==> config.mk <==
export PLATFORM = sky130hd
export DESIGN_NAME = demux_dispatch_1_to_4_flat
export DESIGN_NICKNAME = d
export VERILOG_FILES = /design/src/rtl/demux_dispatch_1_to_4_if.sv /design/src/rtl/demux_dispatch_1_to_4.sv /design/src/flat_wrapper.sv
export SDC_FILE = /design/constraint.sdc
export NUM_CORES = 1
export LEC_CHECK = 0
export CORE_ASPECT_RATIO = 1.4
export CORE_MARGIN = 2
export CORE_UTILIZATION = 44
export DETAILED_ROUTE_END_ITERATION = 12
export PLACE_DENSITY = 0.9
export SETUP_SLACK_MARGIN = 0.5
export SYNTH_ARGS = -nofsm -noshare
export SYNTH_HDL_FRONTEND = slang
export SYNTH_SLANG_ARGS = --single-unit
==> constraint.sdc <==
create_clock -name clock -period 2.14 [get_ports clock]
set_input_delay 0.428 -clock clock [delete_from_list [all_inputs] [get_ports clock]]
set_output_delay 0.428 -clock clock [all_outputs]
set_load 0.1 [all_outputs]
==> src/rtl/demux_dispatch_1_to_4_if.sv <==
// rtl/demux_dispatch_1_to_4_if.sv - handshake bundle for the 1-to-4 dispatch stage
interface demux_dispatch_1_to_4_if #(
    parameter int bits     = 16,
    parameter int cnt_bits = 8
);
    logic [bits-1:0]     in_data;
    logic [1:0]          in_sel;
    logic                in_valid;
    logic                in_ready;
    logic [bits-1:0]     out_data_w;
    logic [bits-1:0]     out_data_x;
    logic [bits-1:0]     out_data_y;
    logic [bits-1:0]     out_data_z;
    logic [3:0]          out_valid;
    logic [3:0]          out_ready;
    logic [cnt_bits-1:0] accepted;

    modport master (
        output in_data, in_sel, in_valid, out_ready,
        input  in_ready, out_data_w, out_data_x, out_data_y, out_data_z,
               out_valid, accepted
    );

    modport slave (
        input  in_data, in_sel, in_valid, out_ready,
        output in_ready, out_data_w, out_data_x, out_data_y, out_data_z,
               out_valid, accepted
    );
endinterface

==> src/rtl/demux_dispatch_1_to_4.sv <==
// rtl/demux_dispatch_1_to_4.sv - registered flow-controlled 1-to-4 dispatch with accepted-word counter
module demux_dispatch_1_to_4 #(
    parameter int bits     = 16,
    parameter int cnt_bits = 8
) (
    input  logic                    clock,
    input  logic                    resetn,
    demux_dispatch_1_to_4_if.slave  bus
);

    logic [3:0]          valid_q;
    logic [3:0]          valid_d;
    logic [bits-1:0]     data_q [4];
    logic [bits-1:0]     data_d [4];
    logic [cnt_bits-1:0] accepted_q;
    logic [cnt_bits-1:0] accepted_d;

    logic [3:0]          chan_free;
    logic                in_ready_c;
    logic                load;

    // A channel draining this cycle counts as free, so a word can replace it without a bubble.
    always_comb begin
        chan_free  = ~valid_q | bus.out_ready;
        in_ready_c = resetn & chan_free[bus.in_sel];
        load       = bus.in_valid & in_ready_c;
        valid_d    = valid_q & ~bus.out_ready;
        data_d     = data_q;
        accepted_d = accepted_q;
        if (load) begin
            valid_d[bus.in_sel] = 1'b1;
            data_d[bus.in_sel]  = bus.in_data;
            accepted_d          = accepted_q + cnt_bits'(1);
        end
    end

    always_ff @(posedge clock) begin
        if (!resetn) begin
            valid_q    <= '0;
            accepted_q <= '0;
            for (int n = 0; n < 4; n++) begin
                data_q[n] <= '0;
            end
        end else begin
            valid_q    <= valid_d;
            accepted_q <= accepted_d;
            for (int n = 0; n < 4; n++) begin
                data_q[n] <= data_d[n];
            end
        end
    end

    assign bus.in_ready   = in_ready_c;
    assign bus.out_valid  = valid_q;
    assign bus.out_data_w = data_q[0];
    assign bus.out_data_x = data_q[1];
    assign bus.out_data_y = data_q[2];
    assign bus.out_data_z = data_q[3];
    assign bus.accepted   = accepted_q;

endmodule

==> src/flat_wrapper.sv <==
// flat-port wrapper written by rule: the top's interface ports become plain ports
module demux_dispatch_1_to_4_flat 
#(
    parameter int bits     = 16,
    parameter int cnt_bits = 8
)
  (clock, resetn, bus_in_data, bus_in_sel, bus_in_valid, bus_out_ready, bus_in_ready, bus_out_data_w, bus_out_data_x, bus_out_data_y, bus_out_data_z, bus_out_valid, bus_accepted);
  demux_dispatch_1_to_4_if #(.bits(bits), .cnt_bits(cnt_bits)) bus_i ();
  input  logic clock;
  input  logic resetn;
  input wire logic [$bits(bus_i.in_data)-1:0] bus_in_data;
  input wire logic [$bits(bus_i.in_sel)-1:0] bus_in_sel;
  input wire logic [$bits(bus_i.in_valid)-1:0] bus_in_valid;
  input wire logic [$bits(bus_i.out_ready)-1:0] bus_out_ready;
  output wire logic [$bits(bus_i.in_ready)-1:0] bus_in_ready;
  output wire logic [$bits(bus_i.out_data_w)-1:0] bus_out_data_w;
  output wire logic [$bits(bus_i.out_data_x)-1:0] bus_out_data_x;
  output wire logic [$bits(bus_i.out_data_y)-1:0] bus_out_data_y;
  output wire logic [$bits(bus_i.out_data_z)-1:0] bus_out_data_z;
  output wire logic [$bits(bus_i.out_valid)-1:0] bus_out_valid;
  output wire logic [$bits(bus_i.accepted)-1:0] bus_accepted;
  assign bus_i.in_data = bus_in_data;
  assign bus_i.in_sel = bus_in_sel;
  assign bus_i.in_valid = bus_in_valid;
  assign bus_i.out_ready = bus_out_ready;
  assign bus_in_ready = bus_i.in_ready;
  assign bus_out_data_w = bus_i.out_data_w;
  assign bus_out_data_x = bus_i.out_data_x;
  assign bus_out_data_y = bus_i.out_data_y;
  assign bus_out_data_z = bus_i.out_data_z;
  assign bus_out_valid = bus_i.out_valid;
  assign bus_accepted = bus_i.accepted;
  demux_dispatch_1_to_4 #(.bits(bits), .cnt_bits(cnt_bits)) u_core (.clock(clock), .resetn(resetn), .bus(bus_i));
endmodule
# After elaboration in Yosys (flattened, before gate mapping)
# Index checks and enable logic that the tools add are counted.
dict set report classes {
  n_lt_le_gt_ge 4
  mux 8
  bitwise 8
  reduce_logical 2
  add_sub_neg 1
}
# cell n
set ops {}
lappend ops {{bitwise mux 64 bit} 1}
lappend ops {{demux 16 bit (select 2 bit)} 1}
lappend ops {{two-way mux 16 bit} 1}
lappend ops {{adder 8 x 1 -> 8 bit, second input constant} 1}
lappend ops {{NOT 4 bit} 2}
lappend ops {{bitwise OR 4 bit} 2}
lappend ops {{AND 4 bit} 1}
lappend ops {{two-way mux 4 bit} 1}
lappend ops {{>= comparator 3 bit, second input constant} 1}
lappend ops {{< comparator 2 x 3 -> 1 bit, second input constant} 1}
lappend ops {{< comparator 3 x 1 -> 1 bit, second input constant} 1}
lappend ops {{NOT 2 -> 3 bit} 1}
lappend ops {{AND 1 bit} 2}
lappend ops {{binary-select mux 1 bit (select 2 bit)} 1}
lappend ops {{demux 1 bit (select 2 bit)} 1}
lappend ops {{>= comparator 2 x 1 -> 1 bit, second input constant} 1}
lappend ops {{logical AND 1 bit} 2}
lappend ops {{two-way mux 1 bit} 2}
dict set report word_totals {
  regBits 76
  inputBits 25
  word_cells 29
}

# Logic depth before layout (Yosys ltp)
# Gate-level depths: netlist of the first run.
dict set report depth {
  ltp_word 7
  depth_mapped 7
  ltp_nobuf 4
}

# Worst setup path after synthesis of the first run
# Ideal clock, no wire load.
dict set report synth_path {
  path_kind {register to output}
  from {register u_core.valid_q[0] (netlist: u_core.bus.out_valid[0])}
  to {output port bus_in_ready}
  arrival_ns 2.869
  stages_incl_launch_ff 5
  path_slack_ns -1.157
  cell_sequence {dfxtp_1 -> nor2b_1 -> mux4_2 -> buf_6 -> nor2_1}
}
dict set report synth_between {
  elab_chain_len 5
}
# element line_no
set synth_rtl {}
lappend synth_rtl {{from (decl)} demux_dispatch_1_to_4.sv:11} ;# logic [3:0] valid_q;
lappend synth_rtl {{from (signal assigned)} demux_dispatch_1_to_4.sv:45} ;# valid_q <= valid_d;
lappend synth_rtl {{NOT 4 bit} demux_dispatch_1_to_4.sv:24} ;# chan_free = ~valid_q | bus.out_ready;
lappend synth_rtl {{bitwise OR 4 bit} demux_dispatch_1_to_4.sv:24}
lappend synth_rtl {{binary-select mux 1 bit (select 2 bit)} demux_dispatch_1_to_4.sv:25} ;# in_ready_c = resetn & chan_free[bus.in_sel];
lappend synth_rtl {{two-way mux 1 bit (not written as such)} demux_dispatch_1_to_4.sv:25}
lappend synth_rtl {{AND 1 bit} demux_dispatch_1_to_4.sv:25}
lappend synth_rtl {{to (decl)} flat_wrapper.sv:15} ;# output wire logic [$bits(bus_i.in_ready)-1:0] bus_in_ready;
# No other way between the ends. The select of a mux whose other input is x is not followed.

# Worst setup path in the final report of the first run
dict set report layout_path {
  from {register u_core.valid_q[1] (netlist: u_core.bus.out_valid[1])}
  to {output port bus_in_ready}
}
# The elaborated chain is that of the path after synthesis.

==> results of run 1 <==
## layout make-up
type / instances / area, sq um
Sequential cell: 76 / 1540
Clock buffer: 11 / 174
Fill cell: 471 / 2050
Multi-Input combinational cell: 197 / 1320
Tap cell: 72 / 90.1
Timing Repair Buffer: 126 / 1040
Inverter: 4 / 15.0
Clock inverter: 5 / 63.8
## timing repair
item,in CTS,in global routing
endpoints found under the setup margin,55,14
cloned,1,0
gates resized for setup,17,3
hold buffers,0,0
setup buffers,3,1
pin swaps,3,3
## logic make-up (layout without fill, tap and decap cells)
group / count (synthesis) / after routing
compound gates: 30 / 30
buf+inv: 22 / 146
mux: 51 / 51
flops: 76 / 76
fa+ha+maj: 1 / 1
simple gates: 115 / 115
## power by group
part / switching, W / internal [W] / leakage (nW)
clock: 0.000547 / 0.000688 / 0.116
sequential: 0.0000215 / 0.00144 / 0.621
combinational: 0.000351 / 0.000138 / 1.22
## metrics by stage
step                      hold slack, ns  instance area (sq um)
after CTS                          0.461                   4220
final                              0.460                   4240
after global routing               0.486                   4240
after detailed placement           0.449                   3920
after floorplan                    0.564                   2940
after global placement             0.444                   3920
## worst min path at each step
stage / start / end
after global placement: u_core.bus.out_data_w[12] / u_core.bus.out_data_w[12]
final: u_core.bus.out_data_w[9] / u_core.bus.out_data_w[9]
after floorplan: bus_in_data[10] / u_core.bus.out_data_w[10]
after detailed placement: u_core.bus.out_data_w[0] / u_core.bus.out_data_w[0]
after global routing: u_core.bus.out_data_w[10] / u_core.bus.out_data_w[10]
after CTS: u_core.bus.out_data_w[0] / u_core.bus.out_data_w[0]
## placed cells by master, fill, tap and decap left out, drive strengths merged
cell type      count
a21oi             22
buf              102
bufinv             1
clkbuf            11
clkdlybuf4s50     16
clkinv             2
clkinvlp           1
dfxtp             76
dlygate4sd2        8
ha                 1
inv                5
mux2i             50
mux4               1
nand2             37
nand2b             4
nand3              2
nand4              4
nor2              53
nor2b              4
nor3               1
nor4               3
o211ai             1
o21ai              4
o311ai             1
o31ai              1
o41ai              1
or3                4
or3b               1
or4                1
or4b               1
## critical path: cells and delay by family (launching register included)
family                 cells  cell delay (ns)
muxes                      1             0.51
DFF                        1             0.35
buffers and inverters      1             0.18
and+or+nand+nor            2             0.26
## sequential cells by signal, summed over array words and instances, names as in the netlist
signal / flops
u_core.bus.accepted: 8
u_core.bus.out_data_y: 16
u_core.bus.out_data_x: 16
u_core.bus.out_data_z: 16
u_core.bus.out_data_w: 16
u_core.bus.out_valid: 4
## routing by layer
layer  share of wire [%]  vias up  GRT usage, %
li1                    -     1231             -
met1                  37     1219          24.7
met2                  53      109          42.1
met3                 6.6       23          6.69
met4                 2.8        0          10.4
met5                   0        -             0
==> results.json, run 1 <==
{
  "status": "complete, no violations",
  "worst_slew_pin_slew_ns": 0.317,
  "hold_path.class": "flop to flop",
  "slowest_delay_ns": 0.51,
  "dp_worst_setup_slack_ns": -0.159,
  "synth_edf_count": 0,
  "core_sq_mm": 0.00630,
  "grt_use_total_pct": 23.3,
  "crit_path_top_delay_cell": "mux4_2",
  "cts.clk_slew.worst_paths_ns": 0.08,
  "holdPathStages": 2,
  "area_growth_pct": 47.3,
  "dp.final_hpwl_microns": 5430,
  "cts_max_path_buffers": 2,
  "die_h_microns": 99.7,
  "fmax_mhz": 481,
  "cp.arrival_ns": 1.65,
  "avgViaCountPerCell": 5.26,
  "io_pins": 102,
  "yosysTopAreaCellShare_pct": 52.8,
  "fp.dieW_microns": 72.4,
  "worstPathMaxFanout": 2,
  "dp_cells": 470,
  "vdd_ir_drop_max_uv": 554,
  "synth_most_common_cell": "dfxtp_1",
  "critPathLaunch": "u_core.bus.out_valid[1]",
  "crit_path_end_kind": "output port",
  "grt_pass1_vias": 2662,
  "antenna_cells": 0,
  "synth_xor_area_share_pct": 0,
  "finalCritPeriodShare_pct": 97.2,
  "synth_fa_ha_area_share_pct": 0.434,
  "rsz0062_at_grt": "true",
  "drtPass1Iterations": 5,
  "cts_sinks": 76,
  "synthTopCellsByArea": "dfxtp_1, mux2i_1, nor2_1",
  "r2r_start": "u_core.bus.out_valid[1]",
  "required_ns": 1.71,
  "cts_tree": "yes",
  "seq_area_frac_synth_pct": 52.8,
  "drive_above_1_share_pct": 34.1,
  "synthMuxAreaShare_pct": 18.2,
  "synth_compound_area_share_pct": 6.17,
  "place_congestion": 0.829,
  "worst_setup_path_start_kind": "flop",
  "max_slew_margin_pct": 78.6,
  "fin_worst_skew_ns": 0.00840,
  "start_util_pct": 45.7,
  "vias": 2582,
  "h-tree-depth": 3,
  "synth_area_leader_cell": "dfxtp_1",
  "stdcell_count": 491,
  "wl_per_cell_microns": 16.7,
  "clock_latency_ns": 0.35,
  "synthTopCellsByCount": "dfxtp_1, nor2_1, mux2i_1, nand2_1, a21oi_1",
  "cts.root.buffer_cell": "clkbuf_8",
  "async_flop_share_pct": 0,
  "final_nets": 440,
  "avgSynthCellArea_sq_um": 9.76,
  "cts_buffers": 9,
  "ys_seq_elements": 76,
  "path_class": "flop to output port",
  "min_period_ns": 2.08,
  "syn_area_sq_mm": 0.00288,
  "setup_viol": 0,
  "p_leak_nw": 1.96,
  "reg2reg_depth": 8,
  "synth_top_family_by_area": "multiplexers",
  "slew_violations": 0,
  "max_cap_violations": 0,
  "reg2reg_slack_ns": 0.13,
  "ant_nets": 0,
  "die_area_sq_mm": 0.00722,
  "yosys.area_share.simple_pct": 18.1,
  "grt_pass1_wl_microns": 13000,
  "antenna_found_initial": 0,
  "wl_microns": 8190,
  "synth_nets": 321,
  "fp-row-count": 34,
  "postLayoutSetupSlackWorst_ns": 0.0597,
  "route.detailed.drc": 0,
  "yosysUniqueCellTypes": 31,
  "final.setup.tns_ns": 0,
  "final_hold_viol_count": 0,
  "portBuffers": 101,
  "crit_end": "bus_in_ready",
  "crit_chain": "nor2b_4, mux4_2, nor2_4, buf_12",
  "synth-main-ff-cell": "dfxtp_1",
  "globalRouteOverflowTotal": 0,
  "r2r-end": "u_core.bus.accepted[2]",
  "initialDrtViolationCount": 164,
  "total_power_w": 0.00319,
  "fin_util_pct": 67.4,
  "yosys_warnings": 0,
  "synthCells": 295,
  "powerDensity_mw_per_mm2": 751,
  "grt_max_degree": 73
}
Note: power is estimated with default switching activity, not from simulation.
==> run 2: changes to the inputs <==
--- a/config.mk
+++ b/config.mk
@@ -10,6 +10,7 @@
 export CORE_UTILIZATION = 44
 export DETAILED_ROUTE_END_ITERATION = 12
 export PLACE_DENSITY = 0.9
+export RECOVER_POWER = 25
 export SETUP_SLACK_MARGIN = 0.5
 export SYNTH_ARGS = -nofsm -noshare
 export SYNTH_HDL_FRONTEND = slang
==> results.json, run 2 (synthesis results as in run 1) <==
{
  "status": "complete, no violations",
  "h-tree-depth": 3,
  "wl_per_cell_microns": 16.7,
  "p_leak_nw": 1.92,
  "core_sq_mm": 0.00630,
  "stdcell_count": 491,
  "cts_sinks": 76,
  "route.detailed.drc": 0,
  "avgViaCountPerCell": 5.27,
  "dp_cells": 470,
  "postLayoutSetupSlackWorst_ns": 0.0580,
  "drtPass1Iterations": 4,
  "grt_pass1_wl_microns": 13000,
  "powerDensity_mw_per_mm2": 766,
  "clock_latency_ns": 0.34,
  "die_area_sq_mm": 0.00722,
  "cts_buffers": 9,
  "fin_worst_skew_ns": 0.00895,
  "vias": 2587,
  "required_ns": 1.71,
  "wl_microns": 8180,
  "antenna_found_initial": 0,
  "fp.dieW_microns": 72.4,
  "cts.clk_slew.worst_paths_ns": 0.08,
  "crit_path_end_kind": "output port",
  "initialDrtViolationCount": 163,
  "grt_pass1_vias": 2662,
  "final_common_cell": "dfxtp_1",
  "vdd_ir_drop_max_uv": 553,
  "cts_tree": "yes",
  "min_period_ns": 2.08,
  "timing.hold.ws_ns": 0.459,
  "grt_max_degree": 73,
  "fp-row-count": 34,
  "max_slew_margin_pct": 49.0,
  "mostFrequentLayoutCells": "dfxtp_1, buf_4, nor2_1, mux2i_1, nand2_1",
  "grt_use_total_pct": 23.3,
  "ctsHoldBuffers": 0,
  "fin_area_sq_mm": 0.00414,
  "io_pins": 102,
  "worst_slew_pin_slew_ns": 0.766,
  "worst_setup_path_start_kind": "flop",
  "antenna_cells": 0,
  "cts.root.buffer_cell": "clkbuf_8",
  "fmax_mhz": 480,
  "area_growth_pct": 43.9,
  "path_class": "flop to output port",
  "finalCritPeriodShare_pct": 97.3,
  "cp.arrival_ns": 1.65,
  "final_nets": 440,
  "hold_path.class": "flop to flop",
  "die_h_microns": 99.7,
  "cts_max_path_buffers": 2,
  "max_cap_violations": 0,
  "ant_nets": 0,
  "place_congestion": 0.829,
  "start_util_pct": 45.7,
  "total_power_w": 0.00317,
  "portBuffers": 101,
  "globalRouteOverflowTotal": 0,
  "setup_viol": 0,
  "dp_worst_setup_slack_ns": -0.159,
  "place_area_sq_mm": 0.00392,
  "worstPathMaxFanout": 2,
  "rsz0062_at_grt": "true",
  "dp.final_hpwl_microns": 5430,
  "slew_violations": 0,
  "final_hold_viol_count": 0,
  "drive_above_1_share_pct": 33.4
}
run 2: cell types whose count changed in the layout (fill, tap and decap cells not counted):
cell | before | now
clkbuf_2 | 0 | 35
buf_4 | 93 | 55
clkbuf_1 | 0 | 3
run 2: layer usage:
metal / up-vias / wire, microns / global-route usage [%]
met5: - / 0 / 0
met4: 0 / 198 / 10.4
met3: 18 / 501 / 6.69
met2: 94 / 4410 / 42.1
met1: 1239 / 3070 / 24.7
li1: 1236 / - / -
run 2: area by class of cell:
cell class                      count  area [sq um]
Clock buffer                       11           174
Clock inverter                      5          63.8
Fill cell                         502          2150
Inverter                            4          15.0
Multi-Input combinational cell    197          1320
Sequential cell                    76          1540
Tap cell                           72          90.1
Timing Repair Buffer              126           942
run 2: final timing paths:
check	startpoint	to	slack, ns	depth (start not counted)
setup reg to reg	u_core.bus.out_valid[1]	u_core.bus.accepted[2]	0.12	8
setup / recovery	u_core.bus.out_valid[1]	bus_in_ready	0.06	4
hold / removal	u_core.bus.out_data_w[0]	u_core.bus.out_data_w[0]	0.46	2
hold reg to reg	u_core.bus.out_data_w[0]	u_core.bus.out_data_w[0]	0.46	2
run 2: timing repair:
| item | CTS | global route |
|---|---|---|
| endpoints found under the setup margin | 55 | 14 |
| buffers inserted | 3 | 1 |
| cloned | 1 | 0 |
| pin swaps | 3 | 3 |
| resized for setup | 17 | 3 |
| hold endpoints to repair | 0 | 0 |
run 2: where the power goes:
group	internal (W)	leakage [nW]	switching [W]
clock network	0.000688	0.116	0.000545
registers	0.00144	0.621	0.0000211
logic	0.000128	1.18	0.000351
run 2: worst max-delay path: stages, from the launching register on:
cell and delay, ns:
dfxtp_4 0.35, nor2b_4 0.13, mux4_2 0.51, nor2_4 0.14, buf_12 0.18
run 2: per-stage QoR:
| step | utilization, % | TNS, ns |
|---|---|---|
| 2_1_floorplan | - | -0.0553 |
| 3_3_place_gp | 62.3 | -0.760 |
| 3_5_place_dp | 62.3 | -0.961 |
| 4_1_cts | 67.1 | 0 |
| 5_1_grt | 65.8 | 0 |
| 6_report | 65.8 | 0 |
